--- config.mk ---
export PLATFORM = sky130hd
export DESIGN_NAME = seg7_frame_capture_flat
export DESIGN_NICKNAME = d
export VERILOG_FILES = /design/src/rtl/seg7_pkg.sv /design/src/rtl/seg7_frame_capture_if.sv /design/src/rtl/seg7_pattern_decode.sv /design/src/rtl/seg7_frame_capture.sv /design/src/flat_wrapper.sv
export SDC_FILE = /design/constraint.sdc
export NUM_CORES = 1
export LEC_CHECK = 0
export ABC_CLOCK_PERIOD_IN_PS = 2300
export BUFFER_PORTS_ARGS = -buffer_cell sky130_fd_sc_hd__buf_2
export CORE_MARGIN = 5
export CORE_UTILIZATION = 31
export CTS_CLUSTER_DIAMETER = 30
export DETAILED_ROUTE_END_ITERATION = 8
export GPL_ROUTABILITY_DRIVEN = 0
export PLACE_DENSITY_LB_ADDON = 0.2
export SYNTH_ARGS = -nofsm -noshare
export SYNTH_HDL_FRONTEND = slang
export SYNTH_SLANG_ARGS = --single-unit
--- constraint.sdc ---
create_clock -name clock -period 2.3 [get_ports clock]
set_input_delay 0.46 -clock clock [delete_from_list [all_inputs] [get_ports clock]]
set_output_delay 0.46 -clock clock [all_outputs]
set_load 0.02 [all_outputs]
--- src/rtl/seg7_pkg.sv ---
// Shared seven-segment definitions: segment patterns, capture FSM states and anode helpers.
package seg7_pkg;

  typedef enum logic [1:0] {
    ST_IDLE   = 2'd0,
    ST_SETTLE = 2'd1,
    ST_HOLD   = 2'd2
  } seg7_state_t;

  // Active-low {g,f,e,d,c,b,a}; index is the hex value shown.
  localparam logic [6:0] SEG7_PATTERNS [16] = '{
    7'b1000000, 7'b1111001, 7'b0100100, 7'b0110000,
    7'b0011001, 7'b0010010, 7'b0000010, 7'b1111000,
    7'b0000000, 7'b0010000, 7'b0001000, 7'b0000011,
    7'b1000110, 7'b0100001, 7'b0000110, 7'b0001110
  };

  localparam logic [3:0] SEG7_AN_BLANK = 4'b1111;
  localparam logic [3:0] SEG7_AN_DIGIT [4] = '{4'b1110, 4'b1101, 4'b1011, 4'b0111};

  function automatic logic an_is_valid(input logic [3:0] an);
    logic hit;
    hit = 1'b0;
    for (int i = 0; i < 4; i++) begin
      if (an == SEG7_AN_DIGIT[i]) hit = 1'b1;
    end
    return hit;
  endfunction

  function automatic logic [1:0] an_index(input logic [3:0] an);
    logic [1:0] idx;
    idx = '0;
    for (int i = 0; i < 4; i++) begin
      if (an == SEG7_AN_DIGIT[i]) idx = 2'(i);
    end
    return idx;
  endfunction

endpackage

--- src/rtl/seg7_frame_capture_if.sv ---
// Frame publication bundle: captured digits plus status, with a valid/ready accept.
interface seg7_frame_capture_if;
  logic [15:0] digits_out;
  logic [3:0]  dp_out;
  logic [3:0]  err_out;
  logic        frame_valid;
  logic        frame_ready;
  logic        overrun;
  logic        timeout;

  modport master (
    output digits_out, dp_out, err_out, frame_valid, overrun, timeout,
    input  frame_ready
  );

  modport slave (
    input  digits_out, dp_out, err_out, frame_valid, overrun, timeout,
    output frame_ready
  );
endinterface

--- src/rtl/seg7_pattern_decode.sv ---
// Combinational active-low segment pattern to hex nibble lookup; valid=0 for unknown patterns.
module seg7_pattern_decode
  import seg7_pkg::*;
(
  input  logic [6:0] pattern,
  output logic       valid,
  output logic [3:0] nibble
);

  logic [15:0] match;

  genvar gi;
  generate
    for (gi = 0; gi < 16; gi++) begin : g_match
      assign match[gi] = (pattern == SEG7_PATTERNS[gi]);
    end
  endgenerate

  always_comb begin
    valid  = |match;
    nibble = '0;
    for (int i = 0; i < 16; i++) begin
      if (match[i]) nibble = 4'(i);
    end
  end

endmodule

--- src/rtl/seg7_frame_capture.sv ---
// Reconstructs the four digits of a multiplexed seven-segment display and publishes full frames.
// Decimal-point capture is enabled by defining SEG7_CAPTURE_DP_EN.
module seg7_frame_capture
  import seg7_pkg::*;
#(
  parameter int SETTLE_CYCLES  = 4,
  parameter int TIMEOUT_CYCLES = 200000
) (
  input  logic                        clock,
  input  logic                        reset,
  input  logic [3:0]                  an_in,
  input  logic [6:0]                  seg_in,
  input  logic                        dp_in,
  seg7_frame_capture_if.master        frame_if
);

`ifdef SEG7_CAPTURE_DP_EN
  localparam bit DP_EN = 1'b1;
`else
  localparam bit DP_EN = 1'b0;
`endif

  localparam int CNT_W = $clog2(SETTLE_CYCLES + 1);
  localparam int TMO_W = $clog2(TIMEOUT_CYCLES + 1);

  logic [3:0]       an_reg;
  logic [6:0]       seg_reg;
  logic             dp_reg;
  logic [11:0]      sample;
  logic [11:0]      sample_prev_reg;
  seg7_state_t      state_reg, state_next;
  logic [CNT_W-1:0] settle_cnt_reg, settle_cnt_next, run_len;
  logic [TMO_W-1:0] tmo_cnt_reg;
  logic [3:0]       mask_reg, mask_set;
  logic [15:0]      slot_digits_reg, slot_digits_next;
  logic [3:0]       slot_err_reg, slot_err_next;
  logic [3:0]       slot_dp_reg, slot_dp_next;
  logic [15:0]      digits_reg;
  logic [3:0]       dp_out_reg, err_reg;
  logic             valid_reg, overrun_reg, timeout_reg;
  logic             an_valid, an_changed, capture, publish, tmo_fire, dec_valid;
  logic [1:0]       slot_idx;
  logic [3:0]       dec_nibble;

  // With dp capture disabled the dp bit is forced constant so it never breaks settling.
  assign sample     = {an_reg, seg_reg, dp_reg & DP_EN};
  assign an_valid   = an_is_valid(an_reg);
  assign an_changed = (an_reg != sample_prev_reg[11:8]);
  assign slot_idx   = an_index(an_reg);

  seg7_pattern_decode u_decode (
    .pattern (seg_reg),
    .valid   (dec_valid),
    .nibble  (dec_nibble)
  );

  always_comb begin
    state_next      = state_reg;
    settle_cnt_next = settle_cnt_reg;
    capture         = 1'b0;
    run_len         = (state_reg == ST_SETTLE && sample == sample_prev_reg)
                      ? settle_cnt_reg + 1'b1 : CNT_W'(1);
    if (!an_valid) begin
      state_next      = ST_IDLE;
      settle_cnt_next = '0;
    end else if (state_reg != ST_HOLD || an_changed) begin
      // A new anode visit or a still-settling one; HOLD ignores segment changes.
      settle_cnt_next = run_len;
      if (run_len >= CNT_W'(SETTLE_CYCLES)) begin
        capture    = 1'b1;
        state_next = ST_HOLD;
      end else begin
        state_next = ST_SETTLE;
      end
    end
  end

  always_comb begin
    slot_digits_next = slot_digits_reg;
    slot_err_next    = slot_err_reg;
    slot_dp_next     = slot_dp_reg;
    mask_set         = mask_reg;
    if (capture) begin
      slot_digits_next[{slot_idx, 2'b00} +: 4] = dec_nibble;
      slot_err_next[slot_idx] = ~dec_valid;
      slot_dp_next[slot_idx]  = ~dp_reg & DP_EN;
      mask_set[slot_idx]      = 1'b1;
    end
  end

  assign publish  = capture && (mask_set == 4'hF);
  assign tmo_fire = !capture && (mask_reg != 4'h0) && (tmo_cnt_reg == TMO_W'(TIMEOUT_CYCLES - 1));

  always_ff @(posedge clock) begin
    if (reset) begin
      an_reg          <= SEG7_AN_BLANK;
      seg_reg         <= '1;
      dp_reg          <= 1'b1;
      sample_prev_reg <= '1;
      state_reg       <= ST_IDLE;
      settle_cnt_reg  <= '0;
      tmo_cnt_reg     <= '0;
      mask_reg        <= '0;
      slot_digits_reg <= '0;
      slot_err_reg    <= '0;
      slot_dp_reg     <= '0;
      digits_reg      <= '0;
      dp_out_reg      <= '0;
      err_reg         <= '0;
      valid_reg       <= 1'b0;
      overrun_reg     <= 1'b0;
      timeout_reg     <= 1'b0;
    end else begin
      an_reg          <= an_in;
      seg_reg         <= seg_in;
      dp_reg          <= dp_in;
      sample_prev_reg <= sample;
      state_reg       <= state_next;
      settle_cnt_reg  <= settle_cnt_next;
      slot_digits_reg <= slot_digits_next;
      slot_err_reg    <= slot_err_next;
      slot_dp_reg     <= slot_dp_next;
      timeout_reg     <= tmo_fire;
      mask_reg        <= (publish || tmo_fire) ? 4'h0 : mask_set;
      if (capture || mask_reg == 4'h0 || tmo_fire) tmo_cnt_reg <= '0;
      else                                         tmo_cnt_reg <= tmo_cnt_reg + 1'b1;
      if (publish) begin
        digits_reg <= slot_digits_next;
        dp_out_reg <= slot_dp_next;
        err_reg    <= slot_err_next;
        valid_reg  <= 1'b1;
        if (valid_reg && !frame_if.frame_ready) overrun_reg <= 1'b1;
      end else if (valid_reg && frame_if.frame_ready) begin
        valid_reg <= 1'b0;
      end
    end
  end

  assign frame_if.digits_out  = digits_reg;
  assign frame_if.dp_out      = DP_EN ? dp_out_reg : 4'b0000;
  assign frame_if.err_out     = err_reg;
  assign frame_if.frame_valid = valid_reg;
  assign frame_if.overrun     = overrun_reg;
  assign frame_if.timeout     = timeout_reg;

endmodule

--- src/flat_wrapper.sv ---
// flat-port wrapper written by rule: the top's interface ports become plain ports
module seg7_frame_capture_flat import seg7_pkg::*;
#(
  parameter int SETTLE_CYCLES  = 4,
  parameter int TIMEOUT_CYCLES = 200000
)
  (clock, reset, an_in, seg_in, dp_in, frame_if_digits_out, frame_if_dp_out, frame_if_err_out, frame_if_frame_valid, frame_if_overrun, frame_if_timeout, frame_if_frame_ready);
  seg7_frame_capture_if frame_if_i ();
  input  logic clock;
  input  logic reset;
  input  logic [3:0] an_in;
  input  logic [6:0] seg_in;
  input  logic dp_in;
  output wire logic [$bits(frame_if_i.digits_out)-1:0] frame_if_digits_out;
  output wire logic [$bits(frame_if_i.dp_out)-1:0] frame_if_dp_out;
  output wire logic [$bits(frame_if_i.err_out)-1:0] frame_if_err_out;
  output wire logic [$bits(frame_if_i.frame_valid)-1:0] frame_if_frame_valid;
  output wire logic [$bits(frame_if_i.overrun)-1:0] frame_if_overrun;
  output wire logic [$bits(frame_if_i.timeout)-1:0] frame_if_timeout;
  input wire logic [$bits(frame_if_i.frame_ready)-1:0] frame_if_frame_ready;
  assign frame_if_digits_out = frame_if_i.digits_out;
  assign frame_if_dp_out = frame_if_i.dp_out;
  assign frame_if_err_out = frame_if_i.err_out;
  assign frame_if_frame_valid = frame_if_i.frame_valid;
  assign frame_if_overrun = frame_if_i.overrun;
  assign frame_if_timeout = frame_if_i.timeout;
  assign frame_if_i.frame_ready = frame_if_frame_ready;
  seg7_frame_capture #(.SETTLE_CYCLES(SETTLE_CYCLES), .TIMEOUT_CYCLES(TIMEOUT_CYCLES)) u_core (.clock(clock), .reset(reset), .an_in(an_in), .seg_in(seg_in), .dp_in(dp_in), .frame_if(frame_if_i));
endmodule
== Yosys cells after proc, flatten, opt, wreduce, memory -nomap -nowiden ==
Index checks and enable logic that the tools add are counted.
Word-level totals
  register bits: 93
  output and inout bits: 27
  logic and storage cells: 110
Operators by class
  $add $sub $neg: 3
  magnitude comparators: 3
  equal/unequal tests: 25
  shift-type cells: 2
  muxes and demuxes: 37
  bitwise operators: 3
  reduce and logical (&&, ||, !) cells: 22
Operators by type and width (number)
  $mux 4: 16
  $eq 7x7->1 const B: 4
  $eq 7x5->1 const B: 3
  $eq 7x6->1 const B: 3
  $add 18x1->18 const B: 1
  $eq 18x18->1 const B: 1
  $bwmux 16: 1
  $eq 4x4->1 const B: 4
  $mux 16: 1
  $reduce_or 16->1: 1
  $shift 4x6->16 const A: 1
  $shiftx 4x6->16: 1
  $eq 7x2->1 const B: 2
  $eq 7x4->1 const B: 2
  $mux 1: 13
  $eq 12x12->1: 1
  $eq 7x3->1 const B: 1
  $logic_and 1x1->1: 7
  $logic_not 7->1: 1
  $mux 2: 3
  $neg 4->6: 1
  $reduce_or 2->1: 3
  $bwmux 4: 1
  $eq 4x3->1 const B: 1
  other kinds (17): 22

== Depth between registers and ports, before layout ==
Gate-level depths: netlist of the first run.
  depth in word-level cells: 19
  gate-level depth with buffers: 9
  mapped depth without buffers: 7

== Modules after synthesis ==
From an unflattened synthesis of the first run, not the netlist that was laid out.
Unflattened totals
  cell total of the unflattened synthesis: 440
  area, all modules: 4204.0 um^2
Modules (own cells, without submodules)
  seg7_frame_capture: times used 1, cells an instance 390, area each 3831.2 um^2, seq. area each 1861.8 um^2
  seg7_pattern_decode: times used 1, cells an instance 50, area each 372.9 um^2, seq. area each 0.0 um^2

== Worst setup path before layout of the first run ==
Ideal clock, no wire load.
  path kind: reg2reg
  start point: register u_core.seg_reg[5]
  end point: register u_core.digits_reg[13], in the netlist u_core.frame_if.digits_out[13]
  setup time: 0.088 ns
  data arrival time: 2.269 ns
  slack: -0.057 ns
  cell stages (with the launch flop): 9
  buffers on the path: 2
  cells stage by stage: dfxtp_1 -> xor2_1 -> or4b_1 -> or4b_1 -> buf_2 -> nor3_4 -> buf_6 -> o21ai_1 -> o32ai_2
Between the ends
  longest elaborated chain between the ends: 19
  elaborated cells on any way between the ends: 43
  classes of those cells: 1 x order compare; 16 x eq/ne; 1 x shift; 22 x mux; 3 x reduce/logical
RTL lines
  start: declaration: RTL line seg7_frame_capture.sv:27  | logic [6:0] seg_reg;
  start signal: assignment: RTL line seg7_frame_capture.sv:115  | seg_reg <= seg_in;
  $eq 7x7->1: RTL line seg7_pattern_decode.sv:15  | assign match[gi] = (pattern == SEG7_PATTERNS[gi]);
  $mux 1: RTL line seg7_pattern_decode.sv:23  | if (match[i]) nibble = 4'(i);
  $mux 4 (14 in a row): RTL line seg7_pattern_decode.sv:23
  $shiftx 4x6->16: RTL line seg7_frame_capture.sv:84  | slot_digits_next[{slot_idx, 2'b00} +: 4] = dec_nibble;
  $bwmux 16: RTL line seg7_frame_capture.sv:84
  $mux 16: RTL line seg7_frame_capture.sv:83  | if (capture) begin
  end signal: assignment: RTL line seg7_frame_capture.sv:128  | digits_reg <= slot_digits_next;
  end: declaration: RTL line seg7_frame_capture.sv:38  | logic [15:0] digits_reg;
Parallel ways exist; a longest one is shown, timed or not.
A chain may end at the register's enable or synchronous reset.

== Final worst setup path of the first run ==
  start point: register u_core.sample_prev_reg[0]
  end point: register u_core.digits_reg[10], in the netlist u_core.frame_if.digits_out[10]
Between the ends
  longest elaborated chain between the ends: 10
  elaborated cells on any way between the ends: 11
  classes of those cells: 1 x order compare; 2 x eq/ne; 6 x mux; 2 x reduce/logical
RTL lines
  start: declaration: RTL line seg7_frame_capture.sv:30  | logic [11:0] sample_prev_reg;
  start signal: assignment: RTL line seg7_frame_capture.sv:117  | sample_prev_reg <= sample;
  $eq 12x12->1 *: RTL line seg7_frame_capture.sv:61  | run_len = (state_reg == ST_SETTLE && sample == sample_prev_reg)
  $logic_and 1x1->1 *: RTL line seg7_frame_capture.sv:61
  $mux 3 *: RTL line seg7_frame_capture.sv:62  | ? settle_cnt_reg + 1'b1 : CNT_W'(1);
  $ge 3x3->1 *: RTL line seg7_frame_capture.sv:69  | if (run_len >= CNT_W'(SETTLE_CYCLES)) begin
  $mux 1 *: RTL line seg7_frame_capture.sv:69
  $mux 1 *: RTL line seg7_frame_capture.sv:66  | end else if (state_reg != ST_HOLD || an_changed) begin
  $mux 1 *: RTL line seg7_frame_capture.sv:63  | if (!an_valid) begin
  $mux 4: RTL line seg7_frame_capture.sv:83
  $eq 4x4->1: RTL line seg7_frame_capture.sv:91  | assign publish = capture && (mask_set == 4'hF);
  $logic_and 1x1->1: RTL line seg7_frame_capture.sv:91
Mark *: on every way between the ends. The rest lies on a longest branch, timed or not.

==> metrics.cfg, run 1 <==
[run_status]
status=finished with violations
violations=negative setup slack

[clocking]
cts.clk_slew.worst_paths_ns=0.06
tritoncts=built
insertion_delay_ns=0.35
ctsHoldBuffers=0
cts_buffers=9
cts_buffer_depth=2
cts_root_buf=clkbuf_16
cts_sinks=93
h-tree-depth=3

[worst_hold_path]
hp-start=seg_in[3]
whs_path_depth=2
hold_path_end=u_core.seg_reg[3]
holdCritPathClass=input pin to register

[timing]
hold_slack_ns=0.299
fmax_mhz=401
finalClockSkew_ns=0.00755
fin_crit_sh=1.08
setup_viol=38
post-route-min-period_ns=2.49
slew_violations=0
worst_slack_ns=-0.191
hold_violations=0
grt_setup_unrepaired=yes

[yosys]
ys.flop_type=dfxtp_1
syn_area_um2=4180
synthDistinctLibCells=56
async_flop_share=0
synth_most_common_cell=dfxtp_1
synth_common_cells=93 x dfxtp_1, 89 x nor2_1, 28 x nand2_1, 24 x clkbuf_1, 24 x or2_2
yosys_warnings=0
ys_top_cells_by_area=dfxtp_1 45%, nor2_1 8.0%, or2_2 3.6%, xnor2_1 3.6%, o32ai_2 3.1%
synth-seq-cells=93
avgSynthCellArea_um2=8.78
syn_inst=476
synth_edf_count=0
synth_top_area_share=0.446
ys_seq_area_frac=0.446
synth_top_area_cell=dfxtp_1

[cells_and_area]
drive_gt1_frac=0.336
synthToLayoutAreaGrowth_pct=30.8
fin_area_um2=5470
largest_register_ff_count=18
n_antenna_cell=0
layoutNonFillerInstCount=736
fill_cells=1303
nets=573

[routing]
wl_per_cell_um=13.8
first_iter_violations=144
vias=3556
drc_errors=0
vias_per_cell=4.83
drt_first_pass_iters=5
wl_mm=10.2
ant_nets=0

[flow_run]
drv_cap=0

[setup_path]
arrival_ns=2.75
crit_path_cell_trace=nor3b_4, or4b_1, or4b_4, buf_6, nor3_4, buf_6, buf_12, o21ai_2, o32ai_2
r2r-start=u_core.sample_prev_reg[0]
reg2reg_slack_ns=-0.19
critPathMaxFanout=6
reg2reg_to=u_core.frame_if.digits_out[10]
critPathCaptureType=register
start_kind=register
reg2reg_depth=9
crit_top_cell=buf_6
critPathKind=register to register
cp_slowest_stage_delay_ns=0.51
cp.required_ns=2.56
cp_slowest_cell=or4b_4

[floorplan]
start_util=0.316
die_h_um=126
die_w_um=126
row_count=42
io_pins=42
core_area_um2=13200
dieArea_um2=15900

[global_routing]
grt_usage=0.131
overflow=0
grt_pass1_wl_mm=17.0
antenna_found_initial=0
grt_pass1_vias=3425
grt_max_degree=51

[placement]
io_buffer_count=36
place_hpwl_mm=6.79
dp.cells=701
dpl_cell_area_um2=4770

[power]
total_leakage_power_nw=2.03
vdd_drop_max_uv=409
power_density_nw_per_um2=616

## final cells by class
| type | instances | area [um^2] | area share |
|---|---|---|---|
| flip-flops and latches | 93 | 1870 | 0.341 |
| clock buffers | 12 | 256 | 0.0469 |
| inverters | 6 | 22.5 | 0.00412 |
| clock inverters | 3 | 43.8 | 0.00801 |
| well taps | 176 | 220 | 0.0403 |
| multi-input cells | 347 | 2280 | 0.417 |
| repair buffers | 99 | 778 | 0.142 |
## routing by layer
metal / track usage / up-vias / wire length [um]
li1: - / 1791 / -
met2: 0.201 / 65 / 4670
met4: 0.0473 / 0 / 149
met3: 0.0381 / 13 / 410
met1: 0.176 / 1687 / 4950
met5: 0 / - / 0
## critical path, delay by kind of cell, from the launching register on
| family | cells | cell delay (ns) |
|---|---|---|
| AND/OR/NAND/NOR | 4 | 1.35 |
| buffers and inverters | 3 | 0.44 |
| flip-flops | 1 | 0.32 |
| AO/OA/AOI/OAI | 2 | 0.29 |
## where the power goes
group          internal [W]  switching, W
sequential          0.00163     0.0000137
clock              0.000898      0.000606
combinational     0.0000938      0.000123
## how the worst max path moves through the flow
| stage | start | endpoint | slack, ns | cells after the start |
|---|---|---|---|---|
| after floorplan | u_core.seg_reg[5] | u_core.frame_if.digits_out[13] | -0.06 | 8 |
| after global placement | u_core.state_reg[1] | u_core.frame_if.digits_out[10] | -0.25 | 7 |
| after detailed placement | u_core.state_reg[1] | u_core.frame_if.digits_out[9] | -0.28 | 8 |
| after CTS | u_core.sample_prev_reg[0] | u_core.frame_if.digits_out[11] | -0.19 | 9 |
| after global routing | u_core.sample_prev_reg[0] | u_core.frame_if.digits_out[2] | -0.27 | 9 |
| final | u_core.sample_prev_reg[0] | u_core.frame_if.digits_out[10] | -0.19 | 9 |
## stage by stage
stage / worst slack [ns] / TNS, ns / util / total power [W]
6_report: -0.191 / -3.83 / 0.413 / 0.00337
5_1_grt: -0.274 / -8.02 / 0.413 / 0.00351
3_3_place_gp: -0.245 / -8.36 / 0.360 / 0.00188
2_1_floorplan: -0.0571 / -0.644 / - / 0.00181
4_1_cts: -0.188 / -4.81 / 0.404 / 0.00343
3_5_place_dp: -0.281 / -9.75 / 0.360 / 0.00188
## layout by cell type (no fill, tap or decap), types with 6 or more instances in the layout
cell	Yosys	routed
a21oi_1	13	10
buf_2	1	36
buf_4	5	37
buf_6	3	22
clkbuf_16	0	10
dfxtp_1	93	90
inv_1	6	6
nand2_1	28	25
nand2b_1	10	9
nand3_1	10	10
nand4_1	9	9
nand4b_1	6	6
nor2_1	89	83
nor3_1	21	17
o21ai_1	12	10
o32ai_2	8	8
or2_2	24	23
xnor2_1	17	17
xor2_1	13	13
## kinds of logic (layout without fill, tap and decap cells)
kind of cell,Yosys count,in the layout,synth area share
adder cells (fa/ha/maj),2,2,0.00599
buffers and inverters,39,120,0.0452
AND/OR/NAND/NOR,234,234,0.290
AO/OA/AOI/OAI,65,65,0.120
other,1,4,0.000897
flip-flops,93,93,0.446
multiplexers,12,12,0.0299
XOR/XNOR,30,30,0.0629
## what timing repair did
action / in CTS / in global routing
setup buffers: 15 / 8
pin swaps: 22 / 19
endpoints found under the setup margin: 47 / 66
gates cloned: 2 / 3
gates resized for setup: 40 / 33
(Power assumes the default switching activity.)
==> run 2, diff against run 1 <==
--- a/config.mk
+++ b/config.mk
@@ -12,6 +12,7 @@
 export CTS_CLUSTER_DIAMETER = 30
 export DETAILED_ROUTE_END_ITERATION = 8
 export GPL_ROUTABILITY_DRIVEN = 0
+export MAX_ROUTING_LAYER = met4
 export PLACE_DENSITY_LB_ADDON = 0.2
 export SYNTH_ARGS = -nofsm -noshare
 export SYNTH_HDL_FRONTEND = slang
==> metrics.cfg, run 2 (same netlist as run 1, synthesis figures left out) <==
[cells_and_area]
final_cell_mix=90 x dfxtp_1, 82 x nor2_1, 37 x buf_4
drive_gt1_frac=0.336
n_antenna_cell=0
multi_input_area_um2=2290
largest_register_ff_count=18
layout_commonest_cell=dfxtp_1
synthToLayoutAreaGrowth_pct=30.4
fill_cells=1304
ff_latch_area_um2=1870
layoutNonFillerInstCount=735
nets=572
fin_area_um2=5450

[clocking]
h-tree-depth=3
cts_buffers=9
cts.clk_slew.worst_paths_ns=0.06
cts_root_buf=clkbuf_16
cts_sinks=93
insertion_delay_ns=0.34
cts_buffer_depth=2
tritoncts=built

[routing]
drt_first_pass_iters=4
vias=3498
ant_nets=0
vias_per_cell=4.76
drc_errors=0
first_iter_violations=152
wl_mm=10.1
wl_per_cell_um=13.8

[worst_hold_path]
whs_path_depth=2
hp-start=seg_in[3]
holdCritPathClass=input pin to register
hold_path_end=u_core.seg_reg[3]

[floorplan]
io_pins=42
start_util=0.316
core_area_um2=13200
dieArea_um2=15900
die_w_um=126
row_count=42
die_h_um=126

[power]
p_comb_frac=0.064
power.share.switching=0.220
switching_power_w=0.000740
power_w=0.00336
p_seq_frac=0.489
vdd_drop_max_uv=410
clkPwrFrac=0.446
total_leakage_power_nw=2.02
power_density_nw_per_um2=617
internal_power_w=0.00262

[timing]
hold_violations=0
fin_crit_sh=1.08
relSlewSlack=0.660
worst_slack_ns=-0.181
tightest_slew_ns=0.508
finalClockSkew_ns=0.00630
grt_setup_unrepaired=yes
post-route-min-period_ns=2.48
fmax_mhz=403
hold_slack_ns=0.299
slew_violations=0
setup_viol=39

[setup_path]
arrival_ns=2.73
critPathMaxFanout=11
critPathCaptureType=register
reg2reg_slack_ns=-0.18
r2r-start=u_core.sample_prev_reg[0]
cp.required_ns=2.55
reg2reg_depth=9
critPathKind=register to register
reg2reg_to=u_core.frame_if.digits_out[10]
start_kind=register

[flow_run]
drv_cap=0

[placement]
place_hpwl_mm=6.79
dpl_worst_slack_ns=-0.281
dp.cells=701
io_buffer_count=36
dpl_cell_area_um2=4770

[run_status]
status=finished with violations
violations=negative setup slack

[global_routing]
grt_pass1_wl_mm=17.1
grt_max_degree=51
overflow=0
grt_usage=0.135
antenna_found_initial=0
grt_pass1_vias=3414

run 2: changes by cell type in the layout (fill, tap and decap cells not counted), sizes merged:
cell,before,now
clkbuf,14,13
run 2: layout make-up:
type	instances	area share
clock inverters	3	0.00803
well taps	176	0.0404
inverters	6	0.00413
flip-flops and latches	93	0.342
repair buffers	98	0.138
multi-input cells	347	0.420
clock buffers	12	0.0471
run 2: how the worst max path moves through the flow:
stage / start / to / cells after the start
finish: u_core.sample_prev_reg[0] / u_core.frame_if.digits_out[10] / 9
global placement: u_core.state_reg[1] / u_core.frame_if.digits_out[10] / 7
floorplan: u_core.seg_reg[5] / u_core.frame_if.digits_out[13] / 8
global route: u_core.sample_prev_reg[0] / u_core.frame_if.digits_out[1] / 9
CTS: u_core.sample_prev_reg[0] / u_core.frame_if.digits_out[11] / 9
detailed placement: u_core.state_reg[1] / u_core.frame_if.digits_out[9] / 8
run 2: per-stage QoR:
step / util / TNS (ns)
3_5_place_dp: 0.360 / -9.75
5_1_grt: 0.412 / -7.67
3_3_place_gp: 0.360 / -8.36
4_1_cts: 0.404 / -4.81
2_1_floorplan: - / -0.644
6_report: 0.412 / -3.74
run 2: timing repair:
item / CTS / global route
setup endpoints to repair: 47 / 66
cloned: 2 / 2
resized for setup: 40 / 35
hold buffers: 0 / 0
buffers inserted: 15 / 8
pin swaps: 22 / 18
run 2: critical path, stage by stage, from the launching register on:
cell     delay, ns
dfxtp_2       0.32
nor3b_4       0.21
or4b_1        0.46
or4b_4        0.51
buf_6         0.16
nor3_4        0.17
buf_6         0.15
buf_12        0.13
o21ai_1       0.08
o32ai_2       0.21
run 2: power by group through the flow:
stage	clock network, W	logic (W)	registers, W
finish	0.00150	0.000216	0.00165
global route	0.00162	0.000240	0.00165
CTS	0.00156	0.000221	0.00165
detailed placement	0	0.000199	0.00168
global placement	0	0.000196	0.00168
floorplan	0	0.000135	0.00168
run 2: routing by layer:
layer	global-route usage	vias to the layer above	wire length, um
met5	-	-	0
met4	0.0473	0	103
met3	0.0368	9	422
met2	0.200	63	4690
met1	0.177	1639	4910
li1	-	1787	-
==> run 3, diff against run 2 <==
--- a/config.mk
+++ b/config.mk
@@ -16,4 +16,5 @@
 export PLACE_DENSITY_LB_ADDON = 0.2
 export SYNTH_ARGS = -nofsm -noshare
 export SYNTH_HDL_FRONTEND = slang
+export SYNTH_HIERARCHICAL = 1
 export SYNTH_SLANG_ARGS = --single-unit
==> metrics.cfg, run 3 <==
[clocking]
cts_root_buf=clkbuf_16
cts_buffer_depth=2
cts_sinks=93
cts.clk_slew.worst_paths_ns=0.06
tritoncts=built
h-tree-depth=3
cts_buffers=9
insertion_delay_ns=0.34
ctsHoldBuffers=0

[routing]
ant_nets=0
drt_first_pass_iters=4
wl_mm=9.45
wl_per_cell_um=13.9
vias_per_cell=4.80
first_iter_violations=227
vias=3264
drc_errors=0

[worst_hold_path]
holdCritPathClass=input pin to register
hp-start=seg_in[1]
hold_path_end=u_core/seg_reg[1]
whs_path_depth=2

[global_routing]
antenna_found_initial=0
grt_max_degree=56
overflow=0
grt_pass1_vias=3231
grt_pass1_wl_mm=15.7
grt_usage=0.123

[setup_path]
r2r-start=u_core/seg_reg[3]
start_kind=register
arrival_ns=2.49
cp.required_ns=2.57
critPathMaxFanout=8
critPathKind=register to register
cp_slowest_stage_delay_ns=0.59
cp_slowest_cell=or4_4
reg2reg_slack_ns=0.08
reg2reg_depth=6
reg2reg_to=u_core/slot_err_reg[2]
crit_path_cell_trace=and2_4, and3b_1, a311o_2, or4_4, or3_1, a21oi_1
critPathCaptureType=register

[cells_and_area]
multi_input_area_um2=2170
final_cell_mix=89 x dfxtp_1, 75 x nor2_1, 36 x buf_2
synthToLayoutAreaGrowth_pct=22.0
fin_area_um2=5130
largest_register_ff_count=18
nets=516
ff_latch_area_um2=1870
fill_cells=1366
drive_gt1_frac=0.300
layout_commonest_cell=dfxtp_1
n_antenna_cell=0

[placement]
io_buffer_count=36
dpl_cell_area_um2=4730
place_hpwl_mm=6.52

[yosys]
synth_edf_count=0
synth_top_area_cell=dfxtp_1
yosys_warnings=6
synth_top_area_share=0.443
async_flop_share=0
syn_inst=440
synth-seq-cells=93
ys.flop_type=dfxtp_1
synth_most_common_cell=dfxtp_1
syn_area_um2=4200
avgSynthCellArea_um2=9.55
synthDistinctLibCells=56
ys_top_cells_by_area=dfxtp_1 44%, nor2_1 6.7%, mux2i_1 6.7%, xor2_1 5.2%, a211oi_2 4.5%
ys_seq_area_frac=0.443
synth_common_cells=93 x dfxtp_1, 75 x nor2_1, 28 x mux2i_1, 26 x or2_2, 25 x xor2_1

[timing]
slew_violations=0
grt_setup_unrepaired=no
setup_viol=0
post-route-min-period_ns=2.22
hold_violations=0
fmax_mhz=450
fin_crit_sh=0.966
finalClockSkew_ns=0.00564
relSlewSlack=0.663
tightest_slew_ns=0.501

[power]
power_w=0.00342
total_leakage_power_nw=2.14
vdd_drop_max_uv=350
power_density_nw_per_um2=667

[floorplan]
dieArea_um2=16000
io_pins=42
core_area_um2=13300
row_count=42
die_h_um=126
start_util=0.316
die_w_um=126

[run_status]
status=complete, no violations

[flow_run]
drv_cap=0

[run 3: cells by family after synthesis]
logic type	count (synthesis)	synth area share
AOI/OAI and AO/OA	54	0.109
xor gates and xnor gates	31	0.0646
adders and majority gates	2	0.00595
buffers and inverters	33	0.0476
muxes	28	0.0667
and+or+nand+nor	198	0.263
other	1	0.000892
DFF	93	0.443
[run 3: worst max-delay path, delay by kind of cell (launching register included)]
kind	cells	cell delay, ns
compound gates	2	0.45
flops	1	0.39
simple gates	4	1.31
[run 3: per-stage QoR]
step	hold slack [ns]	worst slack, ns	std cells	TNS, ns	utilization
2_1_floorplan	0.432	0.00383	443	0	-
3_3_place_gp	0.440	0.00186	660	0	0.356
3_5_place_dp	0.448	-0.0182	660	-0.0573	0.356
4_1_cts	0.295	0.00201	677	0	0.382
5_1_grt	0.302	0.00195	680	0	0.386
6_report	0.306	0.0789	680	0	0.386
[run 3: worst max-delay path by stage]
stage	from	to	slack, ns	cells after the start
5_1_grt	u_core/seg_reg[3]	u_core/slot_digits_reg[13]	0.002	7
4_1_cts	u_core/seg_reg[4]	u_core/slot_err_reg[2]	0.002	6
3_5_place_dp	u_core/state_reg[1]	u_core/frame_if.digits_out[0]	-0.02	7
6_report	u_core/seg_reg[3]	u_core/slot_err_reg[2]	0.08	6
3_3_place_gp	u_core/seg_reg[3]	u_core/slot_err_reg[2]	0.002	6
2_1_floorplan	u_core/seg_reg[3]	u_core/slot_err_reg[1]	0.004	7
[run 3: routing by layer]
| layer | GRT usage | part of all wire |
|---|---|---|
| met1 | 0.158 | 0.48 |
| met3 | 0.0185 | 0.028 |
| met5 | - | 0 |
| met4 | 0.0492 | 0.0098 |
| met2 | 0.195 | 0.48 |
[run 3: layout make-up]
| type | instances | area share |
|---|---|---|
| clock buffer | 10 | 0.0446 |
| multi-input combinational | 317 | 0.423 |
| sequential | 93 | 0.364 |
| tap | 176 | 0.0429 |
| clock inverter | 6 | 0.0168 |
| inverter | 4 | 0.00293 |
| timing repair buffer | 74 | 0.106 |
[run 3: what timing repair did]
item / CTS / global route
pin swaps: 2 / 11
setup buffers: 0 / 2
gates resized for setup: 1 / 8
gates cloned: 1 / 1
endpoints found under the setup margin: 18 / 57
[run 3: where the power goes]
| group | total [W] | internal [W] | switching [W] |
|---|---|---|---|
| sequential | 0.00165 | 0.00163 | 0.0000158 |
| clock | 0.00156 | 0.000952 | 0.000609 |
| combinational | 0.000210 | 0.0000924 | 0.000118 |
